File: src/rtl/conv_compute_ctrl.sv
// Convolution sequencer: walks output windows and kernel taps, drives X/W read addresses and MAC strobes.
// Optional cycle counter enabled by defining CONV_CTRL_PERF_EN.
module conv_compute_ctrl #(
  parameter int R         = 9,
  parameter int C         = 8,
  parameter int MAXK      = 4,
  parameter int DRAIN_CYC = 4,
  localparam int K_BITS      = $clog2(MAXK+1),
  localparam int X_ADDR_BITS = $clog2(R*C),
  localparam int W_ADDR_BITS = $clog2(MAXK*MAXK)
) (
  input  logic                   clk,
  input  logic                   reset,
  input  logic                   inputs_loaded,
  input  logic [K_BITS-1:0]      K,
  input  logic                   out_ready,
  output logic [X_ADDR_BITS-1:0] X_read_addr,
  output logic [W_ADDR_BITS-1:0] W_read_addr,
  output logic                   mac_valid,
  output logic                   mac_first,
  output logic                   mac_last,
  output logic                   compute_finished,
  output logic [31:0]            perf_cycles
);

  localparam int I_BITS = $clog2(R+1);
  localparam int J_BITS = $clog2(C+1);
  localparam int D_BITS = $clog2(DRAIN_CYC+1);

  typedef enum logic [1:0] {IDLE, RUN, DRAIN, DONE} state_t;
  state_t state, state_nx;

  logic [I_BITS-1:0] i_q;
  logic [J_BITS-1:0] j_q;
  logic [K_BITS-1:0] m_q, n_q;
  logic [D_BITS-1:0] d_q;

  // [0]: tap issued last cycle (address now on the bus), [1]: memory data valid
  logic [1:0] vld_pipe, first_pipe, last_pipe;

  logic                   k_ok, win_start, issue, tap_last, job_last;
  logic [K_BITS-1:0]      k_last;
  logic [I_BITS-1:0]      or_last;
  logic [J_BITS-1:0]      oc_last;
  logic [X_ADDR_BITS-1:0] x_row, x_nx;
  logic [W_ADDR_BITS-1:0] w_nx;

  // K>MAXK would index past the W memory, so it is rejected alongside the grid limits
  assign k_ok      = (K != '0) && (int'(K) <= R) && (int'(K) <= C) && (int'(K) <= MAXK);
  assign k_last    = K - K_BITS'(1);
  assign or_last   = I_BITS'(R - int'(K));
  assign oc_last   = J_BITS'(C - int'(K));
  assign win_start = (m_q == '0) && (n_q == '0);
  assign issue     = (state == RUN) && (!win_start || out_ready);
  assign tap_last  = (m_q == k_last) && (n_q == k_last);
  assign job_last  = tap_last && (i_q == or_last) && (j_q == oc_last);

  assign x_row = X_ADDR_BITS'(i_q) + X_ADDR_BITS'(m_q);
  assign x_nx  = x_row * X_ADDR_BITS'(C) + X_ADDR_BITS'(j_q) + X_ADDR_BITS'(n_q);
  assign w_nx  = W_ADDR_BITS'(m_q) * W_ADDR_BITS'(K) + W_ADDR_BITS'(n_q);

  always_comb begin
    state_nx = state;
    unique case (state)
      IDLE:    if (inputs_loaded) state_nx = k_ok ? RUN : DONE;
      RUN:     if (issue && job_last) state_nx = DRAIN;
      DRAIN:   if (d_q == D_BITS'(DRAIN_CYC-1)) state_nx = DONE;
      DONE:    state_nx = IDLE;
      default: state_nx = IDLE;
    endcase
  end

  always_ff @(posedge clk) begin
    if (reset) begin
      state       <= IDLE;
      i_q         <= '0;
      j_q         <= '0;
      m_q         <= '0;
      n_q         <= '0;
      d_q         <= '0;
      X_read_addr <= '0;
      W_read_addr <= '0;
      vld_pipe    <= '0;
      first_pipe  <= '0;
      last_pipe   <= '0;
    end else begin
      state      <= state_nx;
      vld_pipe   <= {vld_pipe[0],   issue};
      first_pipe <= {first_pipe[0], issue && win_start};
      last_pipe  <= {last_pipe[0],  issue && tap_last};
      d_q        <= (state == DRAIN) ? d_q + D_BITS'(1) : '0;
      if (state == IDLE && inputs_loaded) begin
        i_q <= '0;
        j_q <= '0;
        m_q <= '0;
        n_q <= '0;
      end else if (issue) begin
        X_read_addr <= x_nx;
        W_read_addr <= w_nx;
        if (n_q == k_last) begin
          n_q <= '0;
          if (m_q == k_last) begin
            m_q <= '0;
            if (j_q == oc_last) begin
              j_q <= '0;
              i_q <= (i_q == or_last) ? '0 : i_q + I_BITS'(1);
            end else begin
              j_q <= j_q + J_BITS'(1);
            end
          end else begin
            m_q <= m_q + K_BITS'(1);
          end
        end else begin
          n_q <= n_q + K_BITS'(1);
        end
      end
    end
  end

  assign mac_valid        = vld_pipe[1];
  assign mac_first        = first_pipe[1];
  assign mac_last         = last_pipe[1];
  assign compute_finished = (state == DONE);

`ifdef CONV_CTRL_PERF_EN
  logic [31:0] perf_q;
  // Stall cycles count too; the value survives into IDLE for software to read
  always_ff @(posedge clk) begin
    if (reset)                               perf_q <= '0;
    else if (state == IDLE && inputs_loaded) perf_q <= '0;
    else if (state != IDLE)                  perf_q <= perf_q + 32'd1;
  end
  assign perf_cycles = perf_q;
`else
  assign perf_cycles = '0;
`endif

endmodule

File: config.mk
export PLATFORM = sky130hd
export DESIGN_NAME = conv_compute_ctrl
export DESIGN_NICKNAME = d
export VERILOG_FILES = /design/src/rtl/conv_compute_ctrl.sv
export SDC_FILE = /design/constraint.sdc
export NUM_CORES = 1
export LEC_CHECK = 0
export BUFFER_PORTS_ARGS = -buffer_cell sky130_fd_sc_hd__buf_2
export CORE_MARGIN = 4
export CORE_UTILIZATION = 41
export DETAILED_ROUTE_END_ITERATION = 10
export GPL_TIMING_DRIVEN = 0
export SLEW_MARGIN = 20
export SYNTH_ARGS = -nofsm -noshare
export SYNTH_HDL_FRONTEND = slang
export SYNTH_SLANG_ARGS = --single-unit
File: constraint.sdc
create_clock -name clk -period 2.97 [get_ports clk]
set_input_delay 0.297 -clock clk [delete_from_list [all_inputs] [get_ports clk]]
set_output_delay 0.297 -clock clk [all_outputs]
set_load 0.005 [all_outputs]
* Word-level counts from Yosys, hierarchy flattened *
Cells that the tools add are included.

word-level totals
  bits in latches = 0
  memories = 0
  output and inout bits = 47
  bits of input ports = 7
  memory bits (read-only) = 0
  bits in writable memories = 0
  bits in registers = 36
  logic and storage cells = 70

cells by class
  bitwise gates (word level) = 2
  div/mod/pow operators = 0
  add/sub/neg operators = 12
  muxes and demuxes = 9
  equality and inequality tests = 11
  shift-type cells = 0
  magnitude comparators = 1
  reduce and logical (&&, ||, !) cells = 23
  multiply operators = 1

operators by type and width
  cell                                                                   count
  1-bit logical AND                                                      10
  3-bit by 1-bit adder with 3-bit output, second input constant          3
  4-bit by 1-bit adder with 4-bit output, second input constant          2
  4-bit by 3-bit adder with 4-bit output                                 2
  4-bit equality test                                                    2
  2-bit two-way mux                                                      4
  4-bit two-way mux                                                      2
  2-bit one-hot mux with 4 select lines                                  1
  4-bit by 3-bit subtractor with 4-bit output, first input constant      2
  7-bit by 3-bit adder with 7-bit output                                 1
  7-bit by 4-bit adder with 7-bit output                                 1
  3-bit equality test                                                    2
  3-bit logical NOT                                                      2
  3-bit two-way mux                                                      2
  3-bit AND reduction                                                    2
  2-bit equality test, second input constant                             2
  3-bit by 3-bit multiplier with 4-bit output                            1
  2-bit inequality test, second input constant                           2
  2-bit AND reduction                                                    2
  4-bit AND reduction                                                    1
  2-bit OR reduction                                                     2
  3-bit by 2-bit equality test with 1-bit output, second input constant  1
  3-bit <= comparator, second input constant                             1
  3-bit nonzero test                                                     1
  7 further kinds                                                        8

* Longest topological paths before layout *
Gate-level depths: netlist of run 1.

  depth after elaboration = 8
  gate-level depth with buffers = 11
  depth with buffers taken out = 10

* Worst setup path after synthesis of run 1 *
OpenSTA, ideal clock, no wires.

  kind = in2reg
  from = input K[2]
  to = register W_read_addr[3]
  setup time = 0.086 ns
  data required time = 2.884 ns
  buffers on the path = 1
  arrival time = 2.431 ns
  cell stages on the path = 8
  slack = 0.454 ns
  cells stage by stage = buf_4 -> nand2_1 -> fa_1 -> fa_1 -> fa_1 -> xor2_1 -> xnor2_1 -> a211oi_1

between the ends
  cells in the longest elaborated chain, start to end = 2

ends and longest elaborated chain
  what                                         line  text
  start: declaration                           15    input logic [K_BITS-1:0] K,
  3-bit by 3-bit multiplier with 4-bit output  60    assign w_nx = W_ADDR_BITS'(m_q) * W_ADDR_BITS'(K) + W_ADDR_BITS'(n_q);
  4-bit by 3-bit adder with 4-bit output       60
  end signal: assignment                       99    W_read_addr <= w_nx;
  end: declaration                             18    output logic [W_ADDR_BITS-1:0] W_read_addr,

No other way between the ends.
A chain may end at the register's enable or synchronous reset.

* Worst setup path in the final report of run 1 *
  from = register m_q[1]
  to = register W_read_addr[3]

between the ends
  cells in the longest elaborated chain, start to end = 6
  elaborated cells on any way between the ends = 8
  those cells by class = 1 x add/sub; 1 x mul; 6 x reduce/logical

ends and longest elaborated chain
  what                                                                                                 line  text
  start: declaration                                                                                   35    logic [K_BITS-1:0] m_q, n_q;
  start signal: assignment                                                                             111   m_q <= m_q + K_BITS'(1);
  parallel branches: the longest is 6 deep, another holds 3-bit by 3-bit multiplier with 4-bit output  n/a

Parallel ways; which one is timed is not known.

==> results.py, run 1 <==
metrics = {
    "yosys": {
        "synth_ff_type": "dfxtp_1",
        "ys_types": 45,
        "seq_area_frac_synth_pct": 27.80,
        "postSynth.asyncResetShare_pct": 0,
        "ys_ff_latch": 36,
        "yosysTopAreaCell": "dfxtp_1",
        "synth_edf_count": 0,
        "synth_top_area_share_pct": 27.80,
        "netlist_instances": 298,
        "ys_top_cells_by_area": "dfxtp_1 (28%), ha_1 (14%), buf_4 (9.6%)",
        "syn_area_per_cell_um2": 8.700,
        "syn-cell-area_mm2": 0.002592,
        "yosysWarnings": 0,
    },
    "finish": {
        "nets": 397,
        "layout_common_cells": "dfxtp_1 (36), buf_4 (33), conb_1 (32)",
        "drive_above_1_share_pct": 21.23,
        "areaGrowthSynthToFinish_pct": 16.94,
        "final_cell_count_no_fill": 433,
        "layout_commonest_cell": "dfxtp_1",
        "antennaDiodeCount": 0,
    },
    "clock_network": {
        "htreeDepth": 2,
        "worstSkewPairLatency_ps": 300,
        "cts_tree": "yes",
        "root_buffer": "clkbuf_8",
        "clk_pin_slew_ps": 80,
        "cts-buffers-inserted": 5,
        "cts.sinks": 36,
        "clockBufferDepth": 2,
    },
    "worst_setup_path": {
        "cp.arrival_ps": 2920,
        "crit_path_end_kind": "register",
        "cpMaxStageDelayCell": "dfxtp_1",
        "cpLargestDelayFamily": "adder cells",
        "cpMostUsedCell": "fa_1",
        "start_kind": "register",
        "critical_path_buf_inv_count": 0,
        "rr_startpoint": "m_q[1]",
        "crit_chain": "nand2_1 -> fa_1 -> fa_1 -> fa_1 -> xor2_1 -> xnor2_1 -> a211oi_1",
        "cp_max_fo": 7,
        "critPathKind": "register to register",
        "cpPeakStageDelay_ps": 520,
        "critical_path_required_ps": 3190,
        "crit_start": "m_q[1]",
    },
    "die": {
        "fp.dieH_um": 87.52,
        "io-pin-count": 54,
        "die_area_mm2": 0.007660,
        "core-area_mm2": 0.006026,
        "die_w_um": 87.52,
        "start_util_pct": 43.02,
        "placementRows": 28,
    },
    "sta": {
        "setup_viol": 0,
        "drv_slew": 0,
        "worstMarginPinSlew_ps": 635.3,
        "finalHoldViolations": 0,
        "holdWs_ps": 373.0,
        "maxSlewHeadroom_pct": 57.26,
        "finalCritPeriodShare_pct": 90.96,
        "rsz0062_at_grt": "false",
        "period_needed_ps": 2701,
        "finClkSkew_ps": 12.20,
        "worst_slack_ps": 268.6,
        "setup_tns_ps": 0,
        "fmax_ghz": 0.3702,
    },
    "worst_hold_path": {
        "hold_path_class": "primary input to register",
        "hold_path_startpoint": "reset",
    },
    "global_route": {
        "grt_pass1_wl_um": 8604,
        "gr-max-usage-layer": "met2",
        "grt_pass1_vias": 1845,
        "met1_usage_pct": 19.07,
        "use_met2_pct": 23.01,
        "grt_max_degree": 13,
        "overflow": 0,
        "globalRouteMet3Util_pct": 4.068,
        "gr-usage-all-layers_pct": 14.49,
        "antenna_found_initial": 0,
    },
    "routing": {
        "vias": 2011,
        "routed_wl_um": 5218,
        "ant_nets": 0,
        "drt-vias-per-instance": 4.644,
        "drtIter0Drc": 46,
        "drc": 0,
        "avgRoutedWirePerCell_um": 12.05,
        "drtPass1Iterations": 4,
    },
    "power": {
        "p_leak_nw": 1.393,
        "pwr_density_cell_mw_per_mm2": 472.5,
        "peakVddDrop_mv": 0.2493,
    },
    "place": {
        "dpl.hpwl_um": 4128,
        "dpl_worst_slack_ps": 80.85,
        "dpl.cell_count": 425,
        "gp_congestion": 0.8631,
        "port_buffers": 21,
    },
    "outcome": {
        "status": "completed",
    },
    "job": {
        "maxCapViolCount": 0,
    },
}
-- flip-flops by register name (all words and copies together), names as in the netlist, 3 cells and up --
name / cells
n_q: 3
X_read_addr: 7
j_q: 4
d_q: 3
m_q: 3
W_read_addr: 4
i_q: 4
-- synthesized netlist by cell type, types with 3 or more instances --
master / instances
a31oi_1: 3
nand3b_1: 4
fa_1: 5
nand3_1: 7
nand4_1: 3
nor3_1: 6
a211oi_1: 6
or4_1: 3
o21ai_0: 7
a21oi_1: 18
mux2i_1: 3
inv_1: 21
o31ai_1: 4
xnor2_1: 11
clkbuf_1: 6
buf_4: 33
ha_1: 28
nor2b_1: 6
a21o_1: 4
nor2_1: 20
xor2_1: 11
nand2_1: 24
dfxtp_1: 36
-- worst reg2reg max path: stages, from the launching register on --
cell and delay (ps):
dfxtp_1 520, nand2_1 130, fa_1 500, fa_1 510, fa_1 450, xor2_1 180
xnor2_1 130, a211oi_1 220
-- cells by family (layout without fill, tap and decap cells) --
group	count (synthesis)	after routing	synth area share, %
buf+inv	62	91	13.85
compound gates	49	49	11.87
mux	5	5	2.027
fa+ha+maj	33	33	17.37
flops	36	36	27.80
other cells	1	32	0.1446
simple gates	88	88	17.95
xor+xnor	24	24	8.977
-- report_power, final --
part           switching, mW  total (mW)  internal [mW]  leakage, nW
combinational          0.250       0.451          0.201         1.05
clock                  0.189       0.438          0.249       0.0541
sequential            0.0262       0.544          0.518        0.291
total                  0.465        1.43          0.967         1.39
-- path summary, 6_finish.rpt --
| path | depth (start not counted) | endpoint | slack (ps) |
|---|---|---|---|
| worst max-delay path | 7 | W_read_addr[3] | 270 |
| worst min-delay path | 3 | d_q[1] | 370 |
| worst max register to register | 7 | W_read_addr[3] | 270 |
| worst min register to register | 1 | d_q[0] | 420 |
-- through the flow --
stage | util [%] | instance area (µm²) | total power, mW
3_3_place_gp | 48.26 | 2908 | 0.9958
5_1_grt | 50.31 | 3032 | 1.538
6_report | 50.31 | 3032 | 1.433
2_1_floorplan | - | 2709 | 0.9014
3_5_place_dp | 48.26 | 2908 | 1.001
4_1_cts | 50.10 | 3019 | 1.444
-- final cells by class --
cell class | instances | area, µm²
Fill cell | 590 | 2994
Multi-Input combinational cell | 231 | 1642
Sequential cell | 36 | 720.7
Buffer | 41 | 280.3
Timing Repair Buffer | 21 | 105.1
Tap cell | 75 | 93.84
Inverter | 21 | 78.83
Clock buffer | 5 | 68.82
Clock inverter | 3 | 42.54
-- what timing repair did --
action | in CTS | in global routing
gates resized for setup | 0 | 2
endpoints found under the hold margin | 0 | 0
setup buffers | 0 | 0
endpoints found under the setup margin | 0 | 3
hold buffers | 0 | 0
-- routing by layer --
layer	share of wire, %	up-vias
met5	0	-
met4	1.4	0
met3	4.5	6
met2	47	37
met1	47	902
li1	-	1066
Note: power is estimated with default switching activity, not from simulation.
==> inputs of run 2 (changes only) <==
--- a/config.mk
+++ b/config.mk
@@ -10,6 +10,7 @@
 export CORE_UTILIZATION = 41
 export DETAILED_ROUTE_END_ITERATION = 10
 export GPL_TIMING_DRIVEN = 0
+export MAX_ROUTING_LAYER = met4
 export SLEW_MARGIN = 20
 export SYNTH_ARGS = -nofsm -noshare
 export SYNTH_HDL_FRONTEND = slang
==> results.py, run 2 (synthesis results as in run 1) <==
metrics = {
    "outcome": {
        "status": "completed",
    },
    "clock_network": {
        "worstSkewPairLatency_ps": 300,
        "cts-buffers-inserted": 5,
        "clk_pin_slew_ps": 80,
        "cts.sinks": 36,
        "clockBufferDepth": 2,
        "root_buffer": "clkbuf_8",
        "htreeDepth": 2,
        "cts_tree": "yes",
        "cts_hold_buf": 0,
    },
    "finish": {
        "areaGrowthSynthToFinish_pct": 16.94,
        "layout_common_cells": "dfxtp_1 (36), buf_4 (33), conb_1 (32)",
        "nets": 397,
        "drive_above_1_share_pct": 21.23,
        "top_register": "X_read_addr",
        "design_area_mm2": 0.003032,
        "antennaDiodeCount": 0,
        "largest_register_ffs": 7,
        "layout_commonest_cell": "dfxtp_1",
    },
    "sta": {
        "holdWs_ps": 370.3,
        "finalHoldViolations": 0,
        "setup_tns_ps": 0,
        "finalCritPeriodShare_pct": 90.74,
        "maxSlewHeadroom_pct": 57.89,
        "worst_slack_ps": 275.0,
        "rsz0062_at_grt": "false",
        "period_needed_ps": 2695,
        "fmax_ghz": 0.3711,
        "drv_slew": 0,
        "finClkSkew_ps": 12.71,
        "worstMarginPinSlew_ps": 625.8,
        "setup_viol": 0,
    },
    "job": {
        "maxCapViolCount": 0,
    },
    "global_route": {
        "grt_max_degree": 13,
        "grt_pass1_wl_um": 8625,
        "gr-usage-all-layers_pct": 14.91,
        "overflow": 0,
        "grt_pass1_vias": 1847,
        "antenna_found_initial": 0,
    },
    "routing": {
        "drt-vias-per-instance": 4.656,
        "ant_nets": 0,
        "drc": 0,
        "drtPass1Iterations": 4,
        "avgRoutedWirePerCell_um": 12.07,
        "vias": 2016,
        "drtIter0Drc": 49,
        "routed_wl_um": 5228,
    },
    "worst_setup_path": {
        "critical_path_required_ps": 3190,
        "crit_path_end_kind": "register",
        "critPathKind": "register to register",
        "crit_start": "m_q[1]",
        "cp_max_fo": 7,
        "rr_startpoint": "m_q[1]",
        "start_kind": "register",
        "ff2ff_path_depth": 7,
        "cp.arrival_ps": 2910,
    },
    "place": {
        "dpl-instance-area_mm2": 0.002908,
        "dpl.hpwl_um": 4128,
        "gp_congestion": 0.8770,
        "port_buffers": 21,
        "dpl_worst_slack_ps": 80.85,
    },
    "die": {
        "placementRows": 28,
        "core-area_mm2": 0.006026,
        "fp.dieH_um": 87.52,
        "io-pin-count": 54,
        "die_area_mm2": 0.007660,
        "die_w_um": 87.52,
        "start_util_pct": 43.02,
    },
    "worst_hold_path": {
        "hold_path_startpoint": "reset",
        "hold_path_class": "primary input to register",
        "hold_path_depth": 3,
    },
    "power": {
        "p_leak_nw": 1.393,
        "peakVddDrop_mv": 0.2481,
        "pwr_density_cell_mw_per_mm2": 472.7,
    },
}
-- run 2: path summary, 6_finish.rpt --
kind / to / slack (ps)
min reg2reg: d_q[0] / 420
max: W_read_addr[3] / 270
min: d_q[1] / 370
max reg2reg: W_read_addr[3] / 270
-- run 2: cell type report --
cell class,instances,area [µm²]
fill,590,2994
multi-input combinational,231,1642
sequential,36,720.7
buffer,41,280.3
timing repair buffer,21,105.1
tap,75,93.84
inverter,21,78.83
clock buffer,5,68.82
clock inverter,3,42.54
-- run 2: critical path, cell delays in order (launching register included) --
cell and delay [ps]:
dfxtp_1 520, nand2_1 130, fa_1 500, fa_1 510, fa_1 450, xor2_1 180, xnor2_1 130, a211oi_1 220
-- run 2: power by group --
group / switching, mW / total (mW) / internal [mW]
registers: 0.0261 / 0.544 / 0.518
clock network: 0.190 / 0.439 / 0.249
logic: 0.249 / 0.450 / 0.201
-- run 2: what timing repair did --
| item | CTS | global route |
|---|---|---|
| setup endpoints to repair | 0 | 3 |
| buffers inserted | 0 | 0 |
| gates resized for setup | 0 | 2 |
-- run 2: metrics by stage --
stage / total power [mW] / util, % / std cells
floorplan: 0.9014 / - / 329
global placement: 0.9958 / 48.26 / 425
detailed placement: 1.001 / 48.26 / 425
CTS: 1.444 / 50.10 / 433
global route: 1.536 / 50.31 / 433
finish: 1.433 / 50.31 / 433
-- run 2: layer usage --
layer | vias to the layer above | part of all wire, % | global-route usage (%)
li1 | 1066 | - | -
met1 | 905 | 48 | 19.24
met2 | 37 | 47 | 23.01
met3 | 8 | 4.0 | 2.838
met4 | 0 | 1.8 | 5.718
met5 | - | 0 | -
==> inputs of run 3 (changes only) <==
--- a/config.mk
+++ b/config.mk
@@ -6,11 +6,15 @@
 export NUM_CORES = 1
 export LEC_CHECK = 0
 export BUFFER_PORTS_ARGS = -buffer_cell sky130_fd_sc_hd__buf_2
+export CELL_PAD_IN_SITES_DETAIL_PLACEMENT = 2
+export CELL_PAD_IN_SITES_GLOBAL_PLACEMENT = 2
 export CORE_MARGIN = 4
-export CORE_UTILIZATION = 41
+export CORE_UTILIZATION = 33
 export DETAILED_ROUTE_END_ITERATION = 10
 export GPL_TIMING_DRIVEN = 0
 export MAX_ROUTING_LAYER = met4
+export PLACE_DENSITY_LB_ADDON = 0.1
+export SETUP_SLACK_MARGIN = 0.1
 export SLEW_MARGIN = 20
 export SYNTH_ARGS = -nofsm -noshare
 export SYNTH_HDL_FRONTEND = slang
==> results.py, run 3 (synthesis results as in run 1) <==
metrics = {
    "die": {
        "start_util_pct": 33.72,
        "fp.dieH_um": 96.64,
        "io-pin-count": 54,
        "die_w_um": 96.64,
        "core-area_mm2": 0.007687,
        "die_area_mm2": 0.009338,
        "placementRows": 32,
    },
    "global_route": {
        "grt_pass1_wl_um": 11860,
        "grt_pass1_vias": 2377,
        "overflow": 0,
        "grt_max_degree": 13,
        "antenna_found_initial": 0,
        "gr-usage-all-layers_pct": 15.94,
    },
    "finish": {
        "nets": 399,
        "design_area_mm2": 0.003083,
        "layout_common_cells": "dfxtp_1 (35), buf_4 (35), conb_1 (32)",
        "top_register": "X_read_addr",
        "areaGrowthSynthToFinish_pct": 18.92,
        "antennaDiodeCount": 0,
        "drive_above_1_share_pct": 22.22,
        "largest_register_ffs": 7,
    },
    "power": {
        "switchingPower_uw": 506.5,
        "pwr-share-clk_pct": 30.0,
        "sw_frac_of_total_pct": 34.30,
        "seqPwrFrac_pct": 37.0,
        "pwr_density_cell_mw_per_mm2": 479.0,
        "peakVddDrop_mv": 0.2054,
        "p_leak_nw": 1.408,
        "pwr-share-comb_pct": 33.1,
        "power.internal_uw": 970.3,
    },
    "sta": {
        "finalHoldViolations": 0,
        "worstMarginPinSlew_ps": 631.1,
        "rsz0062_at_grt": "false",
        "finalCritPeriodShare_pct": 91.60,
        "finClkSkew_ps": 9.539,
        "maxSlewHeadroom_pct": 57.92,
        "fmax_ghz": 0.3676,
        "holdWs_ps": 407.6,
        "period_needed_ps": 2721,
        "setup_tns_ps": 0,
        "setup_viol": 0,
        "drv_slew": 0,
    },
    "routing": {
        "drtIter0Drc": 35,
        "drt-vias-per-instance": 4.790,
        "avgRoutedWirePerCell_um": 14.91,
        "drc": 0,
        "drtPass1Iterations": 4,
        "vias": 2213,
        "routed_wl_um": 6889,
        "ant_nets": 0,
    },
    "worst_setup_path": {
        "critical_path_required_ps": 3180,
        "cp.arrival_ps": 2930,
        "crit_chain": "nand2_1 -> fa_1 -> fa_1 -> fa_1 -> xor2_1 -> xnor2_1 -> a211oi_1",
        "crit_path_end_kind": "register",
        "cpMostUsedCell": "fa_1",
        "cp_max_fo": 6,
        "critical_path_buf_inv_count": 0,
        "start_kind": "register",
        "cpPeakStageDelay_ps": 580,
        "cpLargestDelayFamily": "adder cells",
        "critPathKind": "register to register",
        "cpMaxStageDelayCell": "fa_1",
    },
    "place": {
        "gp_congestion": 0.7987,
        "dpl-instance-area_mm2": 0.002942,
        "port_buffers": 21,
        "dpl.hpwl_um": 5443,
    },
    "clock_network": {
        "htreeDepth": 2,
        "clockBufferDepth": 2,
        "clk_pin_slew_ps": 80,
        "cts.sinks": 36,
        "cts_tree": "yes",
        "worstSkewPairLatency_ps": 290,
        "cts-buffers-inserted": 5,
        "root_buffer": "clkbuf_8",
    },
    "job": {
        "maxCapViolCount": 0,
    },
    "outcome": {
        "status": "completed",
    },
    "worst_hold_path": {
        "hold_path_class": "primary input to register",
    },
}
-- run 3: through the flow --
step | worst slack (ps) | power [mW] | cells | utilization [%]
finish | 249.5 | 1.477 | 462 | 40.10
global placement | 108.7 | 1.015 | 452 | 38.27
CTS | 138.4 | 1.495 | 460 | 39.88
detailed placement | 25.85 | 1.034 | 452 | 38.27
floorplan | 453.7 | 0.9014 | 329 | -
global route | 100.6 | 1.584 | 462 | 40.10
-- run 3: cell type report --
cell class | count | area, µm²
inverters | 21 | 78.83
repair buffers | 23 | 120.1
well taps | 102 | 127.6
clock buffers | 5 | 68.82
fillers | 916 | 4604
flip-flops and latches | 36 | 721.9
clock inverters | 3 | 42.54
plain buffers | 41 | 281.5
multi-input cells | 231 | 1642
-- run 3: final timing paths --
check | start | cells past startpoint | end | slack, ps
worst max register to register | m_q[0] | 7 | W_read_addr[3] | 250
worst min-delay path | reset | 3 | d_q[2] | 410
worst max-delay path | m_q[0] | 7 | W_read_addr[3] | 250
worst min register to register | d_q[0] | 1 | d_q[0] | 430
-- run 3: layer usage --
| metal | part of all wire [%] | up-vias | GRT usage [%] |
|---|---|---|---|
| li1 | - | 1073 | - |
| met1 | 46 | 1096 | 20.01 |
| met2 | 50 | 39 | 26.96 |
| met3 | 2.4 | 5 | 2.596 |
| met4 | 1.1 | 0 | 3.564 |
| met5 | 0 | - | - |
-- run 3: power by group through the flow --
stage                     logic [mW]  registers, mW  clock network, mW
after floorplan                0.349          0.552                  0
after global placement         0.458          0.556                  0
after detailed placement       0.476          0.558                  0
after CTS                      0.489          0.547              0.458
after global routing           0.549          0.552              0.483
final                          0.489          0.546              0.443
-- run 3: what timing repair did --
item	in CTS	in global routing
setup endpoints to repair	3	10
pin swaps	0	1
endpoints found under the hold margin	0	0
hold buffers	0	0
gates resized for setup	2	3
buffers inserted	0	2
-- run 3: worst register-to-register path: stages, from the launching register on --
cell and delay, ps:
dfxtp_1 490, nand2_1 130, fa_1 580, fa_1 460, fa_1 450, xor2_1 180
xnor2_1 130, a211oi_1 220
